`src/rtl/dsp_slice_param.sv`:
```
// dsp_slice_param: pipelined dual signed multiplier with sum/chain/pre-add, accumulate and saturation
// Ports: clk_i/clr_i clock and async reset, enable_i global clock enable, in_valid_i beat qualifier,
//   ax_i/ay_i/bx_i/by_i operands, mode_i/sub_i/negate_i/accumulate_i/loadconst_i/saturate_i beat controls,
//   constant_i preload, chainin_i cascade in; out_valid_o, resulta_o/resultb_o products,
//   result_o/chainout_o combined result, overflow_o overflow flag for the result on result_o.
module dsp_slice_param #(
  parameter int DWIDTH = 8,
  parameter int ACC_WIDTH = 32,
  parameter int PIPE_STAGES = 3
) (
  input  logic                   clk_i,
  input  logic                   clr_i,
  input  logic                   enable_i,
  input  logic                   in_valid_i,
  input  logic [DWIDTH-1:0]      ax_i,
  input  logic [DWIDTH-1:0]      ay_i,
  input  logic [DWIDTH-1:0]      bx_i,
  input  logic [DWIDTH-1:0]      by_i,
  input  logic [1:0]             mode_i,
  input  logic                   sub_i,
  input  logic                   negate_i,
  input  logic                   accumulate_i,
  input  logic                   loadconst_i,
  input  logic [ACC_WIDTH-1:0]   constant_i,
  input  logic                   saturate_i,
  input  logic [ACC_WIDTH-1:0]   chainin_i,
  output logic                   out_valid_o,
  output logic [2*DWIDTH-1:0]    resulta_o,
  output logic [2*DWIDTH-1:0]    resultb_o,
  output logic [ACC_WIDTH-1:0]   result_o,
  output logic [ACC_WIDTH-1:0]   chainout_o,
  output logic                   overflow_o
);
  localparam int PW = 2*DWIDTH;
  localparam int D = PIPE_STAGES > 1 ? PIPE_STAGES-1 : 1;
  localparam int AM = ACC_WIDTH-1;
  typedef struct packed {
    logic v;
    logic [1:0] mode;
    logic sub, neg, acc, ld, sat;
    logic [ACC_WIDTH-1:0] k, chain;
  } ctl_t;
  typedef struct packed {
    ctl_t c;
    logic [PW-1:0] pa, pb;
  } beat_t;
  ctl_t in_q;
  logic [DWIDTH-1:0] ax_q, ay_q, bx_q, by_q;
  beat_t pipe_q [D];
  beat_t cur, t;
  logic [DWIDTH:0] pre;
  logic [PW-1:0] pm, pn, pbn;
  logic [ACC_WIDTH-1:0] sa, sb, s0, s, base, sum_d, res_d, acc_q, result_q;
  logic [PW-1:0] resa_q, resb_q;
  logic ovf_d, ovf_q, vld_q;
  always_ff @(posedge clk_i or posedge clr_i)
    if (clr_i) begin
      in_q <= '0;
      {ax_q, ay_q, bx_q, by_q} <= '0;
    end else if (enable_i) begin
      in_q <= {in_valid_i, mode_i, sub_i, negate_i, accumulate_i, loadconst_i, saturate_i, constant_i, chainin_i};
      {ax_q, ay_q, bx_q, by_q} <= {ax_i, ay_i, bx_i, by_i};
    end
  // pre-add is one bit wider than the operands so ax+bx never wraps before the multiply
  assign pre = {ax_q[DWIDTH-1], ax_q} + {bx_q[DWIDTH-1], bx_q};
  assign pm = $signed({{(DWIDTH-1){pre[DWIDTH]}}, pre}) * $signed({{DWIDTH{ay_q[DWIDTH-1]}}, ay_q});
  assign pn = $signed({{DWIDTH{ax_q[DWIDTH-1]}}, ax_q}) * $signed({{DWIDTH{ay_q[DWIDTH-1]}}, ay_q});
  assign pbn = $signed({{DWIDTH{bx_q[DWIDTH-1]}}, bx_q}) * $signed({{DWIDTH{by_q[DWIDTH-1]}}, by_q});
  assign cur = {in_q, in_q.mode == 2'b11 ? pm : pn, pbn};
  always_ff @(posedge clk_i or posedge clr_i)
    if (clr_i) begin
      for (int i = 0; i < D; i++) pipe_q[i] <= '0;
    end else if (enable_i) begin
      pipe_q[0] <= cur;
      for (int i = 1; i < D; i++) pipe_q[i] <= pipe_q[i-1];
    end
  generate
    if (PIPE_STAGES == 1) begin : g_short
      assign t = cur;
    end else begin : g_pipe
      assign t = pipe_q[D-1];
    end
  endgenerate
  always_comb begin
    sa = {{(ACC_WIDTH-PW){t.pa[PW-1]}}, t.pa};
    sb = {{(ACC_WIDTH-PW){t.pb[PW-1]}}, t.pb};
    s0 = t.c.mode == 2'b11 ? sa : t.c.sub ? sa - sb : sa + sb;
    s = t.c.neg ? -s0 : s0;
    base = t.c.mode == 2'b10 ? t.c.chain : t.c.acc ? acc_q : t.c.ld ? t.c.k : '0;
    sum_d = base + s;
    ovf_d = (base[AM] == s[AM]) && (sum_d[AM] != base[AM]);
    // clamp toward the sign both operands share
    res_d = ovf_d && t.c.sat ? {base[AM], {AM{~base[AM]}}} : sum_d;
  end
  // final stage closes the single-cycle accumulator loop; bubbles leave every result register alone
  always_ff @(posedge clk_i or posedge clr_i)
    if (clr_i) begin
      vld_q <= 1'b0;
      ovf_q <= 1'b0;
      {acc_q, result_q, resa_q, resb_q} <= '0;
    end else if (enable_i) begin
      vld_q <= t.c.v;
      if (t.c.v && t.c.mode == 2'b00) begin
        resa_q <= t.pa;
        resb_q <= t.pb;
        result_q <= sa;
        ovf_q <= 1'b0;
      end else if (t.c.v) begin
        result_q <= res_d;
        acc_q <= res_d;
        ovf_q <= ovf_d;
      end
    end
  assign out_valid_o = vld_q;
  assign resulta_o = resa_q;
  assign resultb_o = resb_q;
  assign result_o = result_q;
  assign chainout_o = result_q;
  assign overflow_o = ovf_q;
endmodule
```
`config.mk`:
```
export PLATFORM = sky130hd
export DESIGN_NAME = dsp_slice_param
export DESIGN_NICKNAME = d
export VERILOG_FILES = /design/src/rtl/dsp_slice_param.sv
export SDC_FILE = /design/constraint.sdc
export NUM_CORES = 1
export LEC_CHECK = 0
export ABC_AREA = 1
export BUFFER_PORTS_ARGS = -buffer_cell sky130_fd_sc_hd__buf_2
export CAP_MARGIN = 20
export CORE_MARGIN = 10
export CORE_UTILIZATION = 40
export DETAILED_ROUTE_END_ITERATION = 7
export PLACE_DENSITY_LB_ADDON = 0.12
export SLEW_MARGIN = 10
export SYNTH_ARGS = -nofsm -noshare
export SYNTH_HDL_FRONTEND = slang
export SYNTH_SLANG_ARGS = --single-unit
```
`constraint.sdc`:
```
create_clock -name clk_i -period 29.8 [get_ports clk_i]
set_input_delay 1.49 -clock clk_i [delete_from_list [all_inputs] [get_ports clk_i]]
set_output_delay 1.49 -clock clk_i [all_outputs]
set_load 0.05 [all_outputs]
```
Yosys cells after proc, flatten, opt, wreduce, memory -nomap -nowiden
Index checks and enable logic that the tools add are counted.

Output and inout port bits: 98. RAM bits: 0. Bits of input ports: 107. Register bits after elaboration: 410. Memories kept: 0. Word-level logic and storage cells: 76. Bits in read-only memories: 0. Latch bits: 0.

$add $sub $neg: 5. Shift-type cells: 0. Equality and inequality tests: 5. Div/mod/pow operators: 0. Reduce and logical (&&, ||, !) cells: 8. $lt $le $gt $ge: 0. Multiplexer cells: 12. Multipliers: 3. Bitwise operators: 2.

Operators by type and width (number): $mux W32 (9); $add A32 B32 Y32 (1); $mul A8 B8 Y16 (2); $neg A32 Y32 (1); $add A16 B16 Y17 (1); $sub A16 B16 Y17 (1); $mul A9 B8 Y16 (1); $mux W16 (1); $add A8 B8 Y9 (1); $eq A2 B2 Y1 const B (3); $reduce_and A2 Y1 (2); $logic_and A1 B1 Y1 (3); $reduce_and A3 Y1 (1); $logic_not A2 Y1 (1); $mux W1 (2); $not A1 Y1 (2); $reduce_bool A2 Y1 (1); $eq A1 B1 Y1 (1); $ne A1 B1 Y1 (1).

Logic depth before layout (Yosys ltp)
Depth in word-level cells: 12. Mapped depth: 41. Gate-level depth less buffers: 40.

Worst setup path before layout
No wires, ideal clock.

Kind: flip-flop to flip-flop. Start point: register ax_q[2]. End point: register pipe_q[134] in the netlist's numbering. Clock period less this slack: 5.643 ns. Cell stages (with the launch flop): 36. Slack: 24.157 ns. Setup time: 0.082 ns. Arrival: 5.561 ns. Data required time: 29.718 ns. Cells stage by stage: dfrtp_1 -> ha_1 -> a21oi_1 -> inv_1 -> a31oi_1 -> inv_1 -> nand2_1 -> nand2_1 -> a21oi_1 -> or2_2 -> nand2_1 -> a21oi_1 -> or2_2 -> nand2_1 -> inv_1 -> nand2_1 -> fa_1 -> fa_1 -> inv_1 -> fa_1 -> fa_1 -> ha_1 -> a21oi_1 -> nand2_1 -> a21oi_1 -> o21ai_0 -> nand2_1 -> nand2_1 -> a21oi_1 -> nor2_1 -> nor2_1 -> nor2_1 -> nor2_1 -> xor2_1 -> nand2_1 -> a31oi_1.

Cells in the longest elaborated chain, start to end: 3.

Ends and longest elaborated chain: from (decl) (RTL line 48) `logic [DWIDTH-1:0] ax_q, ay_q, bx_q, by_q;`; from (signal assigned) (RTL line 62) `{ax_q, ay_q, bx_q, by_q} <= {ax_i, ay_i, bx_i, by_i};`; $add A8 B8 Y9 (RTL line 65) `assign pre = {ax_q[DWIDTH-1], ax_q} + {bx_q[DWIDTH-1], bx_q};`; $mul A9 B8 Y16 (RTL line 66) `assign pm = $signed({{(DWIDTH-1){pre[DWIDTH]}}, pre}) * $signed({{DWIDTH{ay_q[DWIDTH-1]}}, ay_q});`; $mux W16 * (RTL line 69) `assign cur = {in_q, in_q.mode == 2'b11 ? pm : pn, pbn};`; to (decl) (RTL line 49) `beat_t pipe_q [D];`.

Mark *: on every way between the ends. The rest lies on a longest branch, timed or not. A chain may end at the register's enable or synchronous reset.

Worst setup path in the final report
Start point: register pipe_q[0] in the netlist's numbering. End point: register result_q[14], in the netlist chainout_o[14].

Cells in the longest elaborated chain, start to end: 12.

Ends and longest elaborated chain: $add A16 B16 Y17 or $sub A16 B16 Y17 (tied branches) (RTL line 87) `s0 = t.c.mode == 2'b11 ? sa : t.c.sub ? sa - sb : sa + sb;`; $mux W32 * (2 in a row) (RTL line 87); $neg A32 Y32 (RTL line 88) `s = t.c.neg ? -s0 : s0;`; $mux W32 * (RTL line 88); $add A32 B32 Y32 (RTL line 90) `sum_d = base + s;`; $ne A1 B1 Y1 (RTL line 91) `ovf_d = (base[AM] == s[AM]) && (sum_d[AM] != base[AM]);`; $logic_and A1 B1 Y1 (RTL line 91); $logic_and A1 B1 Y1 (RTL line 93) `res_d = ovf_d && t.c.sat ? {base[AM], {AM{~base[AM]}}} : sum_d;`; $mux W32 * (RTL line 93); $mux W32 * (RTL line 108) `end else if (t.c.v) begin`; $mux W32 * (RTL line 103) `if (t.c.v && t.c.mode == 2'b00) begin`; to (signal assigned) (RTL line 109) `result_q <= res_d;`; to (decl) (RTL line 53) `logic [ACC_WIDTH-1:0] sa, sb, s0, s, base, sum_d, res_d, acc_q, result_q;`.

Mark *: on every way between the ends. The rest lies on a longest branch, timed or not. The select of a mux whose other input is x is not followed.

==> run metrics <==
Die Y-Extent=284 µm; Crit. End Element=flop; Synth area leaders=dfrtp_1 (37%), fa_1 (12%), nand2_1 (12%); CP top delay family=simple AND/OR/NAND/NOR gates; Seq pwr share=20.8%; die width=284 µm; NumNets Final=4050; final wirelength=82.1 mm; Placement Setup Slack=23230 ps; clock latency at the later pin of the worst-skew pair=610 ps; CTS Buf Count=48; slowest cell on the critical path=buf_4; count leader, synth=nand2_1; Pins Over Slew Limit=0; sequential area share after synthesis=36.7%; share of the synthesized area in the top cell type=36.7%; Setup WS post-layout=23190 ps; CP dominant cell by count=nand2_1; Buf+Inv Stages, Crit Path=6; switching power total=2080 µW; max-cap violations=0; core box area=0.0689 mm²; number of vias per cell=4.85; Worst Clk Skew=27.4 ps; CTS hold repair buffers=0; Net Sw Frac=52.8%; gr usage total=20.2%; Placed Cells=4509; Tmin final=6610 ps; vias in the first global route=22206; Unique masters post-synth=47; DR DRC count=0; gr ovfl total=0; I/O pin count=205; Avg Synthesized Cell Area=7.89 µm²; Post-synth top cells=nand2_1 (906), inv_1 (640), dfrtp_1 (410), o21ai_0 (385), nor2_1 (191); #FFs+latches synth=410; antenna viol nets, final=0; Starting DRT DRC Count=1691; net count after synthesis=3967; area leader, netlist=dfrtp_1; Comb pwr share=63.9%; port bufs=204; clock sinks=410; Routability Congestion=0.896; WL/cell=17.9 µm; Worst Path Arrival=7090 ps; Tcrit/Tclk final=22.2%; setup_tns=0 ps; Setup Viol. Count Final=0; first-pass GRT wire length=131 mm; Worst VDD drop=70.3 µV; initial antenna violation count=0; setup bufs post-CTS=0; outcome=finished, final reports clean; worst-margin pin slew=1080 ps; synthesized area=0.0280 mm²; CTS root buf=clkbuf_16; starting density of the core=40.6%; Die Area=0.0809 mm²; Clk pwr share=15.4%; DP HPWL=62.6 mm; Post-Syn Instances=3545; number of synthesized flops with an enable pin=0; Layout area overhead=11.1%; pwr dens=127 mW/mm²; worst min path class=flop to flop; Non-Filler Instances=4596; Synth Flop Type=dfrtp_1; max frequency=151 MHz; Reg clk slew, reported paths=60 ps; Ys Warns=0; # rows=96; Final Hold Viols=0; number of H-tree levels=2; Startpoint Class=flop; antenna cells=0; number of gates resized after CTS=0; ys async rst share=100%; share of cells above drive strength 1=9.03%; TritonRoute pass-1 iters=6; via count=22274; Max Root-Sink Buffers=3; WP data required=30290 ps; Critical Path Max Stage Delay=550 ps; Pleak=0.0166 µW; Max-slew headroom=28.2%; Worst Path Class, Setup=flop to flop; RSZ-0062 raised after global routing=false; CTS tree=built; Fillers=7131; worst-path maximum fanout=64; internal power=1860 µW; largest net degree at the start of global routing=179
-- power by group through the flow --
| stage | sequential [µW] | combinational (µW) | clock (µW) |
|---|---|---|---|
| 2_1_floorplan | 906 | 1780 | 0 |
| 3_3_place_gp | 827 | 2510 | 0 |
| 3_5_place_dp | 827 | 2510 | 0 |
| 4_1_cts | 818 | 2520 | 623 |
| 5_1_grt | 836 | 2870 | 645 |
| 6_report | 820 | 2520 | 606 |
-- layout make-up --
class | instances | area [µm²] | area share, %
multi-input combinational | 2301 | 14400 | 46.4
sequential | 410 | 10300 | 33.0
inverter | 643 | 2430 | 7.80
clock buffer | 68 | 1370 | 4.39
timing repair buffer | 224 | 1190 | 3.84
tap | 931 | 1160 | 3.75
clock inverter | 19 | 251 | 0.809
-- worst min-delay path, stage by stage (launching register included) --
cell and delay (ps):
dfrtp_1 340, nand2_1 50, nand2_1 40
-- worst paths after layout --
check,from,endpoint,slack (ps),cells past startpoint
min in group asynchronous,clr_i,resulta_o[5],1050,2
worst min-delay path,resulta_o[10],resulta_o[10],460,2
worst min register to register,resulta_o[10],resulta_o[10],460,2
worst max-delay path,pipe_q[0],chainout_o[14],23190,33
worst max register to register,pipe_q[0],chainout_o[14],23190,33
max in group asynchronous,clr_i,cur[97],26520,4
-- metrics by stage --
step / hold slack, ps / power, µW / area [µm²] / util [%]
final: 464 / 3950 / 31100 / 45.1
after global routing: 497 / 4350 / 31100 / 45.1
after CTS: 469 / 3960 / 31100 / 45.1
after detailed placement: 455 / 3330 / 29500 / 42.8
after global placement: 450 / 3340 / 29500 / 42.8
after floorplan: 437 / 2680 / 28000 / -
-- kinds of logic after synthesis --
group / count (synthesis) / synth area share, %
fa+ha+maj: 315 / 18.7
simple gates: 1234 / 17.5
flops: 410 / 36.7
xor+xnor: 90 / 2.87
compound gates: 662 / 12.5
buf+inv: 834 / 11.8
-- cell usage in the layout, fill, tap and decap left out, types with 4 or more instances in the layout --
cell | synthesis | layout
nor3_1 | 13 | 13
o22ai_1 | 32 | 32
nand2_1 | 906 | 906
inv_1 | 640 | 638
o31ai_1 | 4 | 4
a21oi_1 | 164 | 164
nor2_1 | 191 | 190
clkinv_4 | 0 | 4
clkbuf_8 | 0 | 9
buf_4 | 33 | 19
nand4_1 | 10 | 10
or2_2 | 11 | 11
inv_6 | 0 | 4
nand2_2 | 6 | 6
o21ai_0 | 385 | 385
clkbuf_16 | 0 | 48
clkbuf_1 | 146 | 11
a31oi_1 | 46 | 46
xor2_1 | 60 | 60
o21ai_1 | 4 | 4
a21o_1 | 4 | 4
xnor2_1 | 29 | 29
dfrtp_1 | 410 | 410
o21bai_1 | 7 | 7
clkinv_2 | 0 | 6
ha_1 | 144 | 144
buf_2 | 5 | 203
nand3b_1 | 5 | 5
nand3_1 | 79 | 79
fa_1 | 171 | 171
-- registers in the layout (all words and copies together) (netlist names) --
name,flops
pipe_q,208
cur,72
acc_q,32
chainout_o,32
resulta_o,16
resultb_o,16
ax_q,8
ay_q,8
bx_q,8
by_q,8
out_valid_o,1
overflow_o,1
-- per-layer routing --
layer | vias up | GRT usage (%) | part of all wire (%)
met5 | - | 0 | 0
met4 | 0 | 3.40 | 1.4
met3 | 69 | 3.96 | 6.0
met2 | 528 | 29.8 | 42
met1 | 10537 | 30.5 | 51
li1 | 11140 | - | -
Note: power is estimated with default switching activity, not from simulation.
